**src/rtl/fir_pkg.sv**
```systemverilog
// Shared types for the FIR sample transmitter: default sample width,
// sample type and serializer state encoding.
package fir_pkg;

    localparam int DATA_W_DEFAULT = 16;

    typedef logic signed [DATA_W_DEFAULT-1:0] sample_t;

    typedef enum logic {
        IDLE  = 1'b0,
        SHIFT = 1'b1
    } tx_state_t;

endpackage

```
**src/rtl/fir_sample_fifo.sv**
```systemverilog
// Small synchronous sample FIFO with first-word fall-through read data.
// Push is ignored when full and pop is ignored when empty.
module fir_sample_fifo #(
    parameter int WIDTH = 16,
    parameter int DEPTH = 4
) (
    input  logic                     clk,
    input  logic                     rst_n,
    input  logic                     push_i,
    input  logic [WIDTH-1:0]         push_data_i,
    input  logic                     pop_i,
    output logic [WIDTH-1:0]         pop_data_o,
    output logic                     full_o,
    output logic                     empty_o,
    output logic [$clog2(DEPTH):0]   count_o
);

    localparam int PTR_W = $clog2(DEPTH);

    logic [WIDTH-1:0] mem_q [DEPTH];
    logic [PTR_W-1:0] wr_ptr_q, wr_ptr_d;
    logic [PTR_W-1:0] rd_ptr_q, rd_ptr_d;
    logic [PTR_W:0]   count_q, count_d;
    logic             push_ok, pop_ok;

    // Full is taken from the registered count, so a pop in the same cycle
    // never frees room for a push until the following cycle.
    assign full_o     = (count_q == (PTR_W+1)'(DEPTH));
    assign empty_o    = (count_q == '0);
    assign count_o    = count_q;
    assign pop_data_o = mem_q[rd_ptr_q];

    assign push_ok = push_i && !full_o;
    assign pop_ok  = pop_i && !empty_o;

    always_comb begin
        wr_ptr_d = wr_ptr_q;
        rd_ptr_d = rd_ptr_q;
        count_d  = count_q;
        if (push_ok) begin
            wr_ptr_d = wr_ptr_q + 1'b1;
        end
        if (pop_ok) begin
            rd_ptr_d = rd_ptr_q + 1'b1;
        end
        case ({push_ok, pop_ok})
            2'b10:   count_d = count_q + 1'b1;
            2'b01:   count_d = count_q - 1'b1;
            default: count_d = count_q;
        endcase
    end

    always_ff @(posedge clk) begin
        if (push_ok) begin
            mem_q[wr_ptr_q] <= push_data_i;
        end
    end

    always_ff @(posedge clk or negedge rst_n) begin
        if (!rst_n) begin
            wr_ptr_q <= '0;
            rd_ptr_q <= '0;
            count_q  <= '0;
        end else begin
            wr_ptr_q <= wr_ptr_d;
            rd_ptr_q <= rd_ptr_d;
            count_q  <= count_d;
        end
    end

endmodule

```
**src/rtl/fir_sample_tx.sv**
```systemverilog
// Buffers signed samples and shifts them out MSB first, one bit per bit_en
// strobe, with a frame_sync marker on each MSB and an underrun pulse on drain.
//
//   state | meaning
//   IDLE  | no frame active, ser_out parked at IDLE_BIT
//   SHIFT | frame in progress, bit_cnt_q bits still to follow the current one
module fir_sample_tx
    import fir_pkg::*;
#(
    parameter int   DATA_W     = DATA_W_DEFAULT,
    parameter int   FIFO_DEPTH = 4,
    parameter logic IDLE_BIT   = 1'b0
) (
    input  logic                     clk,
    input  logic                     rst_n,
    input  logic signed [DATA_W-1:0] s_data,
    input  logic                     s_valid,
    output logic                     s_ready,
    input  logic                     bit_en,
    output logic                     ser_out,
    output logic                     frame_sync,
    output logic                     busy,
    output logic                     underrun
);

    localparam int CNT_W = $clog2(DATA_W);

    tx_state_t                  state_q, state_d;
    logic [CNT_W-1:0]           bit_cnt_q, bit_cnt_d;
    logic [DATA_W-1:0]          shreg_q, shreg_d;
    logic                       ser_q, ser_d;
    logic                       fs_q, fs_d;
    logic                       und_q, und_d;

    logic                       fifo_push, fifo_pop;
    logic [DATA_W-1:0]          fifo_rd_data;
    logic                       fifo_full, fifo_empty;
    logic [$clog2(FIFO_DEPTH):0] fifo_count;
    logic                       load;

    assign fifo_push = s_valid && !fifo_full;
    assign s_ready   = !fifo_full;

    fir_sample_fifo #(
        .WIDTH (DATA_W),
        .DEPTH (FIFO_DEPTH)
    ) u_fifo (
        .clk         (clk),
        .rst_n       (rst_n),
        .push_i      (fifo_push),
        .push_data_i (s_data),
        .pop_i       (fifo_pop),
        .pop_data_o  (fifo_rd_data),
        .full_o      (fifo_full),
        .empty_o     (fifo_empty),
        .count_o     (fifo_count)
    );

    // A frame (re)starts from IDLE or at the end of the last bit, on a strobe.
    always_comb begin
        load = 1'b0;
        if (bit_en && !fifo_empty) begin
            load = (state_q == IDLE) || (bit_cnt_q == '0);
        end
    end

    always_comb begin
        state_d   = state_q;
        bit_cnt_d = bit_cnt_q;
        shreg_d   = shreg_q;
        ser_d     = ser_q;
        fs_d      = fs_q;
        und_d     = 1'b0;
        fifo_pop  = 1'b0;

        if (bit_en) begin
            if (load) begin
                fifo_pop  = 1'b1;
                shreg_d   = {fifo_rd_data[DATA_W-2:0], 1'b0};
                ser_d     = fifo_rd_data[DATA_W-1];
                fs_d      = 1'b1;
                bit_cnt_d = CNT_W'(DATA_W - 1);
                state_d   = SHIFT;
            end else begin
                case (state_q)
                    IDLE: begin
                        ser_d = IDLE_BIT;
                        fs_d  = 1'b0;
                    end
                    SHIFT: begin
                        if (bit_cnt_q != '0) begin
                            shreg_d   = {shreg_q[DATA_W-2:0], 1'b0};
                            ser_d     = shreg_q[DATA_W-1];
                            fs_d      = 1'b0;
                            bit_cnt_d = bit_cnt_q - 1'b1;
                        end else begin
                            state_d = IDLE;
                            ser_d   = IDLE_BIT;
                            fs_d    = 1'b0;
                            und_d   = 1'b1;
                        end
                    end
                    default: begin
                        state_d = IDLE;
                        ser_d   = IDLE_BIT;
                        fs_d    = 1'b0;
                    end
                endcase
            end
        end
    end

    always_ff @(posedge clk or negedge rst_n) begin
        if (!rst_n) begin
            state_q   <= IDLE;
            bit_cnt_q <= '0;
            shreg_q   <= '0;
            ser_q     <= IDLE_BIT;
            fs_q      <= 1'b0;
            und_q     <= 1'b0;
        end else begin
            state_q   <= state_d;
            bit_cnt_q <= bit_cnt_d;
            shreg_q   <= shreg_d;
            ser_q     <= ser_d;
            fs_q      <= fs_d;
            und_q     <= und_d;
        end
    end

    assign ser_out    = ser_q;
    assign frame_sync = fs_q;
    assign underrun   = und_q;
    assign busy       = (state_q == SHIFT) || (fifo_count != '0);

endmodule

```
**config.mk**
```make
export PLATFORM = sky130hd
export DESIGN_NAME = fir_sample_tx
export DESIGN_NICKNAME = d
export VERILOG_FILES = /design/src/rtl/fir_pkg.sv /design/src/rtl/fir_sample_fifo.sv /design/src/rtl/fir_sample_tx.sv
export SDC_FILE = /design/constraint.sdc
export NUM_CORES = 1
export LEC_CHECK = 0
export BUFFER_PORTS_ARGS = -buffer_cell sky130_fd_sc_hd__buf_4
export CAP_MARGIN = 10
export CORE_ASPECT_RATIO = 2
export CORE_MARGIN = 2
export CORE_UTILIZATION = 56
export CTS_BUF_LIST = sky130_fd_sc_hd__clkbuf_8
export CTS_CLUSTER_SIZE = 25
export DETAILED_ROUTE_END_ITERATION = 6
export PLACE_DENSITY = 0.74
export SLEW_MARGIN = 20
export SYNTH_ARGS = -nofsm -noshare
export SYNTH_HDL_FRONTEND = slang
export SYNTH_SLANG_ARGS = --single-unit
```
**constraint.sdc**
```tcl
create_clock -name clk -period 2.3 [get_ports clk]
set_input_delay 0.46 -clock clk [delete_from_list [all_inputs] [get_ports clk]]
set_output_delay 0.46 -clock clk [all_outputs]
set_load 0.01 [all_outputs]
```
==> results.json, run 1 <==
{
  "wire_per_inst_um": 18.23,
  "vdd_drop_max_mv": 0.5724,
  "synth_ff_type": "edfxtp_1",
  "via_per_inst": 5.819,
  "drc": 0,
  "cp_top_family": "adder cells",
  "antenna_found_initial": 0,
  "synth_edf_count": 64,
  "p_switching_w": 0.001451,
  "row_count": 42,
  "hp-class": "in2async",
  "cts.sinks": 94,
  "syn_area_per_cell_um2": 17.92,
  "crit_start": "bit_cnt_q[1]$_DFFE_PN0P_",
  "drt_pass1_iterations": 6,
  "cp-endpoint": "u_fifo.count_o[2]$_DFFE_PN0P_",
  "worst-r2r-cell-count": 11,
  "insertion_delay_ns": 0.36,
  "hold_viol_final": 0,
  "dieArea_um2": 7531,
  "first_iter_violations": 104,
  "max_freq_mhz": 472.1,
  "io_buffers": 24,
  "synth_cell_type_count": 37,
  "slew_violations": 0,
  "coreArea_um2": 6621,
  "wl_mm": 6.253,
  "maxCapViolCount": 0,
  "groute.usage.overall_pct": 18.93,
  "power_density_nw_per_um2": 1145,
  "cp-end-kind": "flip-flop",
  "worst_slew_pin_slew_ns": 0.3847,
  "cp.arrival_ns": 2.40,
  "required_ns": 2.59,
  "grt_pass1_wl_mm": 10.43,
  "grt_overflow": 0,
  "timing.critical_path.buf_inv": 3,
  "worst-setup-path-type": "reg2reg",
  "ys_seq_area_share_pct": 70.03,
  "regToRegSetupSlack_ns": 0.18,
  "setup_viol_count_final": 0,
  "area_delta_synth_final_pct": 13.87,
  "r2r_start": "bit_cnt_q[1]$_DFFE_PN0P_",
  "pwr-share-comb_pct": 29.1,
  "vias": 1996,
  "cp_num_cells": 11,
  "antenna_left": 0,
  "maxSlewHeadroom_pct": 74.36,
  "seq_power_share_pct": 50.0,
  "numCtsBuffers": 9,
  "intPower_w": 0.003522,
  "min_period_over_period_pct": 92.10,
  "rsz0062_at_grt": "no",
  "grt_pass1_vias": 2015,
  "initial_core_util_pct": 57.63,
  "finClkSkew_ns": 0.007465,
  "synth_async_sr_flop_share_pct": 31.91,
  "gp_congestion": 0.7335,
  "finalSetupTns_ns": 0,
  "cts.htree.levels": 3,
  "clk_pin_slew_worst_paths_ns": 0.09,
  "cp_max_fo": 3,
  "syn_inst": 213,
  "slowest_delay_ns": 0.40,
  "place_ws_ns": 0.04363,
  "clkPwrFrac_pct": 20.9,
  "run_status": "finished, final reports clean",
  "root_buffer": "clkbuf_8",
  "fillers": 512,
  "whs_ns": 0.01292,
  "fp.dieW_um": 62.37,
  "crit_chain": "inv_1, ha_2, nor3b_4, o211ai_2, inv_2, ha_4, inv_1, fa_2, xor2_1, nor2_1, xor2_1",
  "cpMaxStageDelayCell": "dfrtp_1",
  "layout.nets": 277,
  "syn-cell-area_um2": 3816,
  "switching_share_pct": 29.18,
  "leakage_nw": 1.605,
  "layout_min_cycle_time_ns": 2.118,
  "synth-seq-cells": 94,
  "syn_nets": 240,
  "worst_slack_ns": 0.1816,
  "r2r_end": "u_fifo.count_o[2]$_DFFE_PN0P_",
  "io_pins": 25,
  "startpoint_type": "flip-flop",
  "dpl.hpwl_mm": 4.030,
  "drive_gt1_share_pct": 30.59,
  "ys_warn_count": 0,
  "die_y_um": 120.7,
  "grt_max_degree": 31,
  "clock_path_buffers": 2,
  "cts_tree": "done",
  "diodes": 0
}
[Yosys cell counts (all sizes together) (2+ instances only)]
cell type	n	area share, %
a21o	2	0.39
a2bb2oi	2	0.46
and3	4	0.66
buf	8	1.6
clkbuf	4	0.39
dfrtp	30	20
edfxtp	64	50
ha	6	2.0
inv	13	1.3
mux4	16	9.4
nand3	6	0.79
nor2	6	0.66
o211ai	2	0.52
o21a	3	0.59
o21ai	2	0.26
o221a	14	4.1
or4	13	2.6
xnor2	3	0.69
xor2	3	0.69
[power by group through the flow]
stage | combinational (W) | clock, W | sequential [W]
after floorplan | 0.00108 | 0 | 0.00247
after global placement | 0.00140 | 0 | 0.00250
after detailed placement | 0.00143 | 0 | 0.00252
after CTS | 0.00144 | 0.00108 | 0.00249
after global routing | 0.00160 | 0.00114 | 0.00254
final | 0.00145 | 0.00104 | 0.00249
[sequential cells by signal, summed over array words and instances (netlist names)]
name,cells
u_fifo.wr_ptr_q,2
ser_out,1
shreg_q,15
frame_sync,1
state_q,1
u_fifo.mem_q,64
underrun,1
u_fifo.count_o,3
bit_cnt_q,4
u_fifo.rd_ptr_q,2
[cells in the final DEF, fill, tap and decap left out, types with 5 or more instances in the layout]
master,n
buf_4,38
inv_1,12
dfrtp_1,30
edfxtp_1,64
o221a_1,14
or4_1,13
clkbuf_8,9
mux4_2,16
nand3_1,5
nor2_1,5
[final cells by class]
type | count | area, µm² | share of cell area (%)
Clock buffer | 9 | 123.9 | 2.851
Clock inverter | 7 | 65.06 | 1.497
Inverter | 13 | 48.80 | 1.123
Multi-Input combinational cell | 94 | 1040 | 23.93
Sequential cell | 94 | 2673 | 61.50
Tap cell | 88 | 110.1 | 2.534
Timing Repair Buffer | 38 | 285.3 | 6.565
[kinds of logic (layout without fill, tap and decap cells)]
family          after synthesis  count (layout)  share of synthesized area [%]
xor+xnor                      6               6                          1.377
flops                        94              94                          70.03
mux                          18              18                          10.00
simple gates                 36              36                          6.033
fa+ha+maj                     7               7                          2.492
compound gates               27              27                          6.754
buf+inv                      25              67                          3.311
[through the flow]
step | power (W) | instances | util, % | cell area [µm²]
CTS | 0.005006 | 339 | 64.87 | 4295
global route | 0.005284 | 343 | 65.63 | 4345
floorplan | 0.003549 | 213 | - | 3816
finish | 0.004974 | 343 | 65.63 | 4345
detailed placement | 0.003958 | 323 | 61.98 | 4104
global placement | 0.003902 | 323 | 61.98 | 4104
[worst register-to-register path, stage by stage (launching register included)]
cell and delay [ns]:
dfrtp_1 0.40, inv_1 0.07, ha_2 0.19, nor3b_4 0.21, o211ai_2 0.12, inv_2 0.11
ha_4 0.15, inv_1 0.05, fa_2 0.33, xor2_1 0.14, nor2_1 0.13, xor2_1 0.15
[how the worst min path moves through the flow]
stage,startpoint,end,slack (ns),depth (start not counted)
final,rst_n,u_fifo.count_o[0]$_DFFE_PN0P_,0.01,1
after global routing,rst_n,u_fifo.count_o[0]$_DFFE_PN0P_,0.03,1
after CTS,rst_n,u_fifo.count_o[0]$_DFFE_PN0P_,0.01,1
after detailed placement,rst_n,u_fifo.count_o[0]$_DFFE_PN0P_,0.41,1
after global placement,rst_n,u_fifo.count_o[0]$_DFFE_PN0P_,0.41,1
after floorplan,rst_n,bit_cnt_q[0]$_DFFE_PN0P_,0.16,0
[what timing repair did]
item / 4_1_cts / 5_1_grt
pin swaps: 0 / 4
hold buffers: 0 / 0
cloned: 0 / 0
setup endpoints to repair: 1 / 1
setup buffers: 0 / 4
resized for setup: 1 / 5
[metal layers]
metal	up-vias	global-route usage [%]	part of all wire, %
li1	922	-	-
met1	1025	24.27	42
met2	34	30.30	52
met3	15	4.558	2.8
met4	0	9.583	2.4
met5	-	0	0
Power figures use the tool's default switching activity.
==> inputs of run 2 (changes only) <==
CORE_ASPECT_RATIO = 1.2   (was 2)
HOLD_SLACK_MARGIN = 0.08   (was not set)
==> run 2 against run 1 <==
Against the previous run: global-route usage up 0.20 points; highest routed layer unchanged; via count down 0.75%; wire length up 2.1%; first-iteration DRC count up 59%; register-to-register slack worse by 0.06 ns; sequential share of layout area down 0.12 points; largest power group unchanged; combinational power about the same; sequential cell count unchanged; non-clock buffer count down 2; fmax down 2.6%; utilization up 1.1 points.
==> results.json, run 2 (synthesis gave the netlist of run 1 again) <==
{
  "run_status": "finished, final reports clean",
  "io_buffers": 24,
  "layout_common_cells": "edfxtp_1, buf_4, dfrtp_1",
  "initial_core_util_pct": 58.47,
  "startpoint_type": "flip-flop",
  "grt_pass1_vias": 1992,
  "row_count": 32,
  "wl_mm": 6.382,
  "maxCapViolCount": 0,
  "p_switching_w": 0.001511,
  "grt_max_degree": 31,
  "whs_ns": 0.3080,
  "fp.dieW_um": 79.36,
  "grt_pass1_wl_mm": 10.45,
  "slew_violations": 0,
  "die_y_um": 94.43,
  "crit_start": "bit_cnt_q[0]$_DFFE_PN0P_",
  "largest_registers": "u_fifo.mem_q (64), shreg_q (15), bit_cnt_q (4)",
  "place_ws_ns": 0.08874,
  "largest-register": "u_fifo.mem_q",
  "dpl.hpwl_mm": 4.015,
  "setup_viol_count_final": 0,
  "worst-setup-path-type": "reg2reg",
  "clkPwrFrac_pct": 21.7,
  "numPlacedInstances": 320,
  "via_per_inst": 5.861,
  "area_delta_synth_final_pct": 14.10,
  "pwr-share-comb_pct": 28.4,
  "worst_slew_pin_slew_ns": 0.3894,
  "cp-end-kind": "flip-flop",
  "cp.arrival_ns": 2.45,
  "fillers": 459,
  "final_cell_count_no_fill": 338,
  "required_ns": 2.57,
  "cts.sinks": 94,
  "max_freq_mhz": 459.6,
  "insertion_delay_ns": 0.34,
  "clock_path_buffers": 2,
  "wire_per_inst_um": 18.88,
  "switching_share_pct": 29.85,
  "vdd_drop_max_mv": 0.5715,
  "seq_power_share_pct": 49.9,
  "gp_congestion": 0.7582,
  "groute.usage.overall_pct": 19.13,
  "drive_gt1_share_pct": 29.64,
  "drc": 0,
  "regToRegSetupSlack_ns": 0.12,
  "largest_reg_flops": 64,
  "clk_pin_slew_worst_paths_ns": 0.10,
  "cts_tree": "done",
  "vias": 1981,
  "worst_slack_ns": 0.1240,
  "final_area_um2": 4354,
  "antenna_found_initial": 0,
  "cp_max_fo": 4,
  "root_buffer": "clkbuf_8",
  "layout.nets": 275,
  "multi_input_area_um2": 1037,
  "seqCellArea_um2": 2673,
  "min_period_over_period_pct": 94.61,
  "cts.htree.levels": 3,
  "first_iter_violations": 165,
  "hold_start": "s_data[10]",
  "numCtsBuffers": 9,
  "final_common_cell": "edfxtp_1",
  "dpl_cell_area_um2": 4113,
  "maxSlewHeadroom_pct": 74.01,
  "power_density_nw_per_um2": 1162,
  "intPower_w": 0.003551,
  "coreArea_um2": 6526,
  "antenna_left": 0,
  "final_util_pct": 66.72,
  "finClkSkew_ns": 0.01226,
  "io_pins": 25,
  "layout_min_cycle_time_ns": 2.176,
  "hp-class": "in2reg",
  "r2r_start": "bit_cnt_q[0]$_DFFE_PN0P_",
  "diodes": 0,
  "hold_viol_final": 0,
  "dieArea_um2": 7493,
  "grt_overflow": 0,
  "leakage_nw": 1.608,
  "drt_pass1_iterations": 4
}
run 2: cell types whose count changed in the layout (fill, tap and decap cells not counted):
cell,delta
buf_4,-4
inv_6,+2
buf_12,+1
clkinv_1,-1
clkinv_2,-1
clkinvlp_2,-1
dlygate4sd3_1,+1
fa_1,+1
fa_2,-1
inv_8,+1
run 2: repair_timing:
action | in CTS | in global routing
setup endpoints to repair | 0 | 1
gates resized for setup | 0 | 5
setup buffers | 0 | 1
hold buffers | 1 | 0
endpoints found under the hold margin | 30 | 0
run 2: cell type report:
class	count	share of cell area (%)
clock buffers	9	2.845
clock inverters	7	1.839
inverters	13	1.121
multi-input cells	94	23.82
flip-flops and latches	94	61.38
well taps	85	2.443
repair buffers	36	6.552
run 2: final timing paths:
kind,endpoint,cells past startpoint
max,u_fifo.count_o[2]$_DFFE_PN0P_,11
max reg2reg,u_fifo.count_o[2]$_DFFE_PN0P_,11
max in group asynchronous,bit_cnt_q[3]$_DFFE_PN0P_,2
min in group asynchronous,u_fifo.count_o[0]$_DFFE_PN0P_,2
min reg2reg,u_fifo.count_o[0]$_DFFE_PN0P_,1
min,u_fifo.mem_q[1][10]$_DFFE_PP_,1
run 2: power groups by stage:
stage / registers [W] / logic, W / clock network (W)
floorplan: 0.00247 / 0.00108 / 0
global placement: 0.00254 / 0.00140 / 0
detailed placement: 0.00256 / 0.00143 / 0
CTS: 0.00253 / 0.00143 / 0.00112
global route: 0.00258 / 0.00158 / 0.00118
finish: 0.00252 / 0.00144 / 0.00110
run 2: per-stage QoR:
stage	power (W)	setup TNS (ns)
2_1_floorplan	0.003549	0
3_3_place_gp	0.003941	0
3_5_place_dp	0.003988	0
4_1_cts	0.005079	0
5_1_grt	0.005345	-0.006340
6_report	0.005062	0
run 2: per-layer routing:
metal / global-route usage, % / part of all wire [%]
met5: 0 / 0
met4: 6.466 / 1.0
met3: 3.250 / 3.8
met2: 30.65 / 50
met1: 27.12 / 45
run 2: critical path, stage by stage (launching register included):
cell,delay [ns]
dfrtp_1,0.42
inv_1,0.11
ha_4,0.15
nor3b_4,0.20
o211ai_2,0.11
inv_2,0.08
ha_2,0.18
inv_1,0.05
fa_1,0.37
xor2_1,0.15
nor2_1,0.13
xor2_1,0.15
==> inputs of run 3 (changes only) <==
CORE_UTILIZATION = 60   (was 56)
PLACE_DENSITY = 0.75   (was 0.74)
clock period = 2.2 ns   (was 2.3 ns; I/O delays follow)
==> run 3 against run 2 <==
Against the previous run: non-clock buffer count increased by 4; sequential power increased by 4%; sequential cell count unchanged; hold slack got worse by 0.031 ns; fmax increased by 4.0%; register-to-register slack got worse by 0.02 ns; critical path type unchanged; critical endpoint unchanged.
==> results.json, run 3 (synthesis gave the netlist of run 1 again) <==
{
  "run_status": "finished, final reports clean",
  "row_count": 31,
  "numCtsBuffers": 9,
  "finalSetupTns_ns": 0,
  "dpl.hpwl_mm": 4.309,
  "fillers": 389,
  "clk_pin_slew_worst_paths_ns": 0.09,
  "switching_share_pct": 29.28,
  "largest_registers": "u_fifo.mem_q (64), shreg_q (15), bit_cnt_q (4)",
  "intPower_w": 0.003858,
  "leakage_nw": 1.628,
  "drt_pass1_iterations": 4,
  "seq_power_share_pct": 48.2,
  "layout_common_cells": "edfxtp_1, buf_4, dfrtp_1",
  "maxSlewHeadroom_pct": 74.37,
  "cts.sinks": 94,
  "min_to": "u_fifo.mem_q[0][4]$_DFFE_PP_",
  "first_iter_violations": 199,
  "r2r_start": "bit_cnt_q[0]$_DFFE_PN0P_",
  "grt_pass1_wl_mm": 10.92,
  "layout_min_cycle_time_ns": 2.092,
  "seqCellArea_um2": 2673,
  "regToRegSetupSlack_ns": 0.11,
  "finClkSkew_ns": 0.009943,
  "layout.nets": 279,
  "pwr-share-comb_pct": 28.6,
  "largest_reg_flops": 64,
  "cts_tree": "done",
  "rsz0062_at_grt": "yes",
  "min_period_over_period_pct": 95.11,
  "drive_gt1_share_pct": 32.68,
  "antenna_left": 0,
  "setup_viol_count_final": 0,
  "multi_input_area_um2": 1051,
  "drc": 0,
  "power_density_nw_per_um2": 1238,
  "groute.usage.overall_pct": 21.09,
  "cp_max_fo": 4,
  "hp-class": "in2reg",
  "slew_violations": 0,
  "final_area_um2": 4408,
  "maxCapViolCount": 0,
  "startpoint_type": "flip-flop",
  "io_pins": 25,
  "p_switching_w": 0.001597,
  "worst-setup-path-type": "reg2reg",
  "numPlacedInstances": 318,
  "clock_path_buffers": 2,
  "gp_congestion": 0.7795,
  "fp.dieW_um": 76.80,
  "root_buffer": "clkbuf_8",
  "io_buffers": 24,
  "grt_max_degree": 31,
  "final_cell_count_no_fill": 339,
  "initial_core_util_pct": 62.67,
  "dpl_cell_area_um2": 4111,
  "final_common_cell": "edfxtp_1",
  "max_freq_mhz": 477.9,
  "cp.arrival_ns": 2.38,
  "grt_overflow": 0,
  "diodes": 0,
  "worst-r2r-cell-count": 11,
  "clkPwrFrac_pct": 23.2,
  "largest-register": "u_fifo.mem_q",
  "cp-end-kind": "flip-flop",
  "r2r_end": "u_fifo.count_o[2]$_DFFE_PN0P_",
  "wire_per_inst_um": 19.90,
  "antenna_found_initial": 0,
  "via_per_inst": 6.094,
  "coreArea_um2": 6090,
  "insertion_delay_ns": 0.36,
  "hold_viol_final": 0,
  "vias": 2066,
  "cts.htree.levels": 3,
  "required_ns": 2.49,
  "wl_mm": 6.745,
  "hold_start": "s_data[4]",
  "worst_slew_pin_slew_ns": 0.3840,
  "grt_pass1_vias": 2186,
  "dieArea_um2": 7016,
  "hold_path_depth": 1,
  "die_y_um": 91.36,
  "vdd_drop_max_mv": 0.8340,
  "area_delta_synth_final_pct": 15.51
}
-- run 3: cell types whose count changed in the layout (fill, tap and decap cells not counted), moves of 2 or more --
cell,before,now
inv_6,3,0
inv_2,2,4
buf_4,34,39
inv_1,12,9
-- run 3: stage by stage --
| step | total power (W) | setup WS [ns] | hold slack [ns] | utilization, % |
|---|---|---|---|---|
| after floorplan | 0.003718 | -0.02035 | 0.1444 | - |
| after global placement | 0.004049 | 0.1051 | 0.3732 | 67.52 |
| after detailed placement | 0.004181 | -0.04175 | 0.3835 | 67.52 |
| after CTS | 0.005460 | 0.02182 | 0.2648 | 71.83 |
| after global routing | 0.005748 | -0.01990 | 0.2627 | 72.39 |
| final | 0.005455 | 0.1075 | 0.2774 | 72.39 |
-- run 3: how the worst max path moves through the flow --
stage / slack (ns) / start / to
final: 0.11 / bit_cnt_q[0]$_DFFE_PN0P_ / u_fifo.count_o[2]$_DFFE_PN0P_
after detailed placement: -0.04 / bit_cnt_q[0]$_DFFE_PN0P_ / u_fifo.count_o[2]$_DFFE_PN0P_
after global placement: 0.11 / bit_cnt_q[0]$_DFFE_PN0P_ / u_fifo.count_o[2]$_DFFE_PN0P_
after CTS: 0.02 / bit_cnt_q[1]$_DFFE_PN0P_ / u_fifo.count_o[2]$_DFFE_PN0P_
after floorplan: -0.02 / bit_cnt_q[0]$_DFFE_PN0P_ / u_fifo.count_o[2]$_DFFE_PN0P_
after global routing: -0.02 / bit_cnt_q[0]$_DFFE_PN0P_ / u_fifo.count_o[2]$_DFFE_PN0P_
-- run 3: repair_timing --
action | 4_1_cts | 5_1_grt
endpoints found under the hold margin | 30 | 0
setup buffers | 3 | 1
hold buffers | 1 | 0
endpoints found under the setup margin | 1 | 12
pin swaps | 1 | 3
gates resized for setup | 1 | 6
-- run 3: cell type report --
| cell class | instances | area share (%) |
|---|---|---|
| timing repair buffer | 40 | 6.869 |
| sequential | 94 | 60.63 |
| clock buffer | 10 | 3.122 |
| multi-input combinational | 94 | 23.84 |
| clock inverter | 6 | 2.100 |
| inverter | 13 | 1.107 |
| tap | 82 | 2.328 |
-- run 3: power by group through the flow --
stage / clock (W) / combinational, W / sequential, W
global route: 0.00136 / 0.00171 / 0.00268
finish: 0.00127 / 0.00156 / 0.00263
CTS: 0.00128 / 0.00155 / 0.00262
floorplan: 0 / 0.00114 / 0.00258
detailed placement: 0 / 0.00152 / 0.00266
global placement: 0 / 0.00143 / 0.00262
-- run 3: routing by layer --
| metal | global-route usage [%] | share of wire, % | vias up |
|---|---|---|---|
| met3 | 4.175 | 4.3 | 14 |
| met5 | 0 | 0 | - |
| met1 | 25.16 | 39 | 1067 |
| met2 | 36.99 | 55 | 60 |
| li1 | - | - | 925 |
| met4 | 9.394 | 2.1 | 0 |
-- run 3: worst max-delay path, cell delays in order, from the launching register on --
cell	delay (ns)
dfrtp_1	0.40
inv_2	0.08
ha_4	0.14
nor3b_4	0.21
o211ai_2	0.12
inv_2	0.11
ha_4	0.14
inv_1	0.05
fa_2	0.34
xor2_1	0.15
nor2_1	0.13
xor2_1	0.16
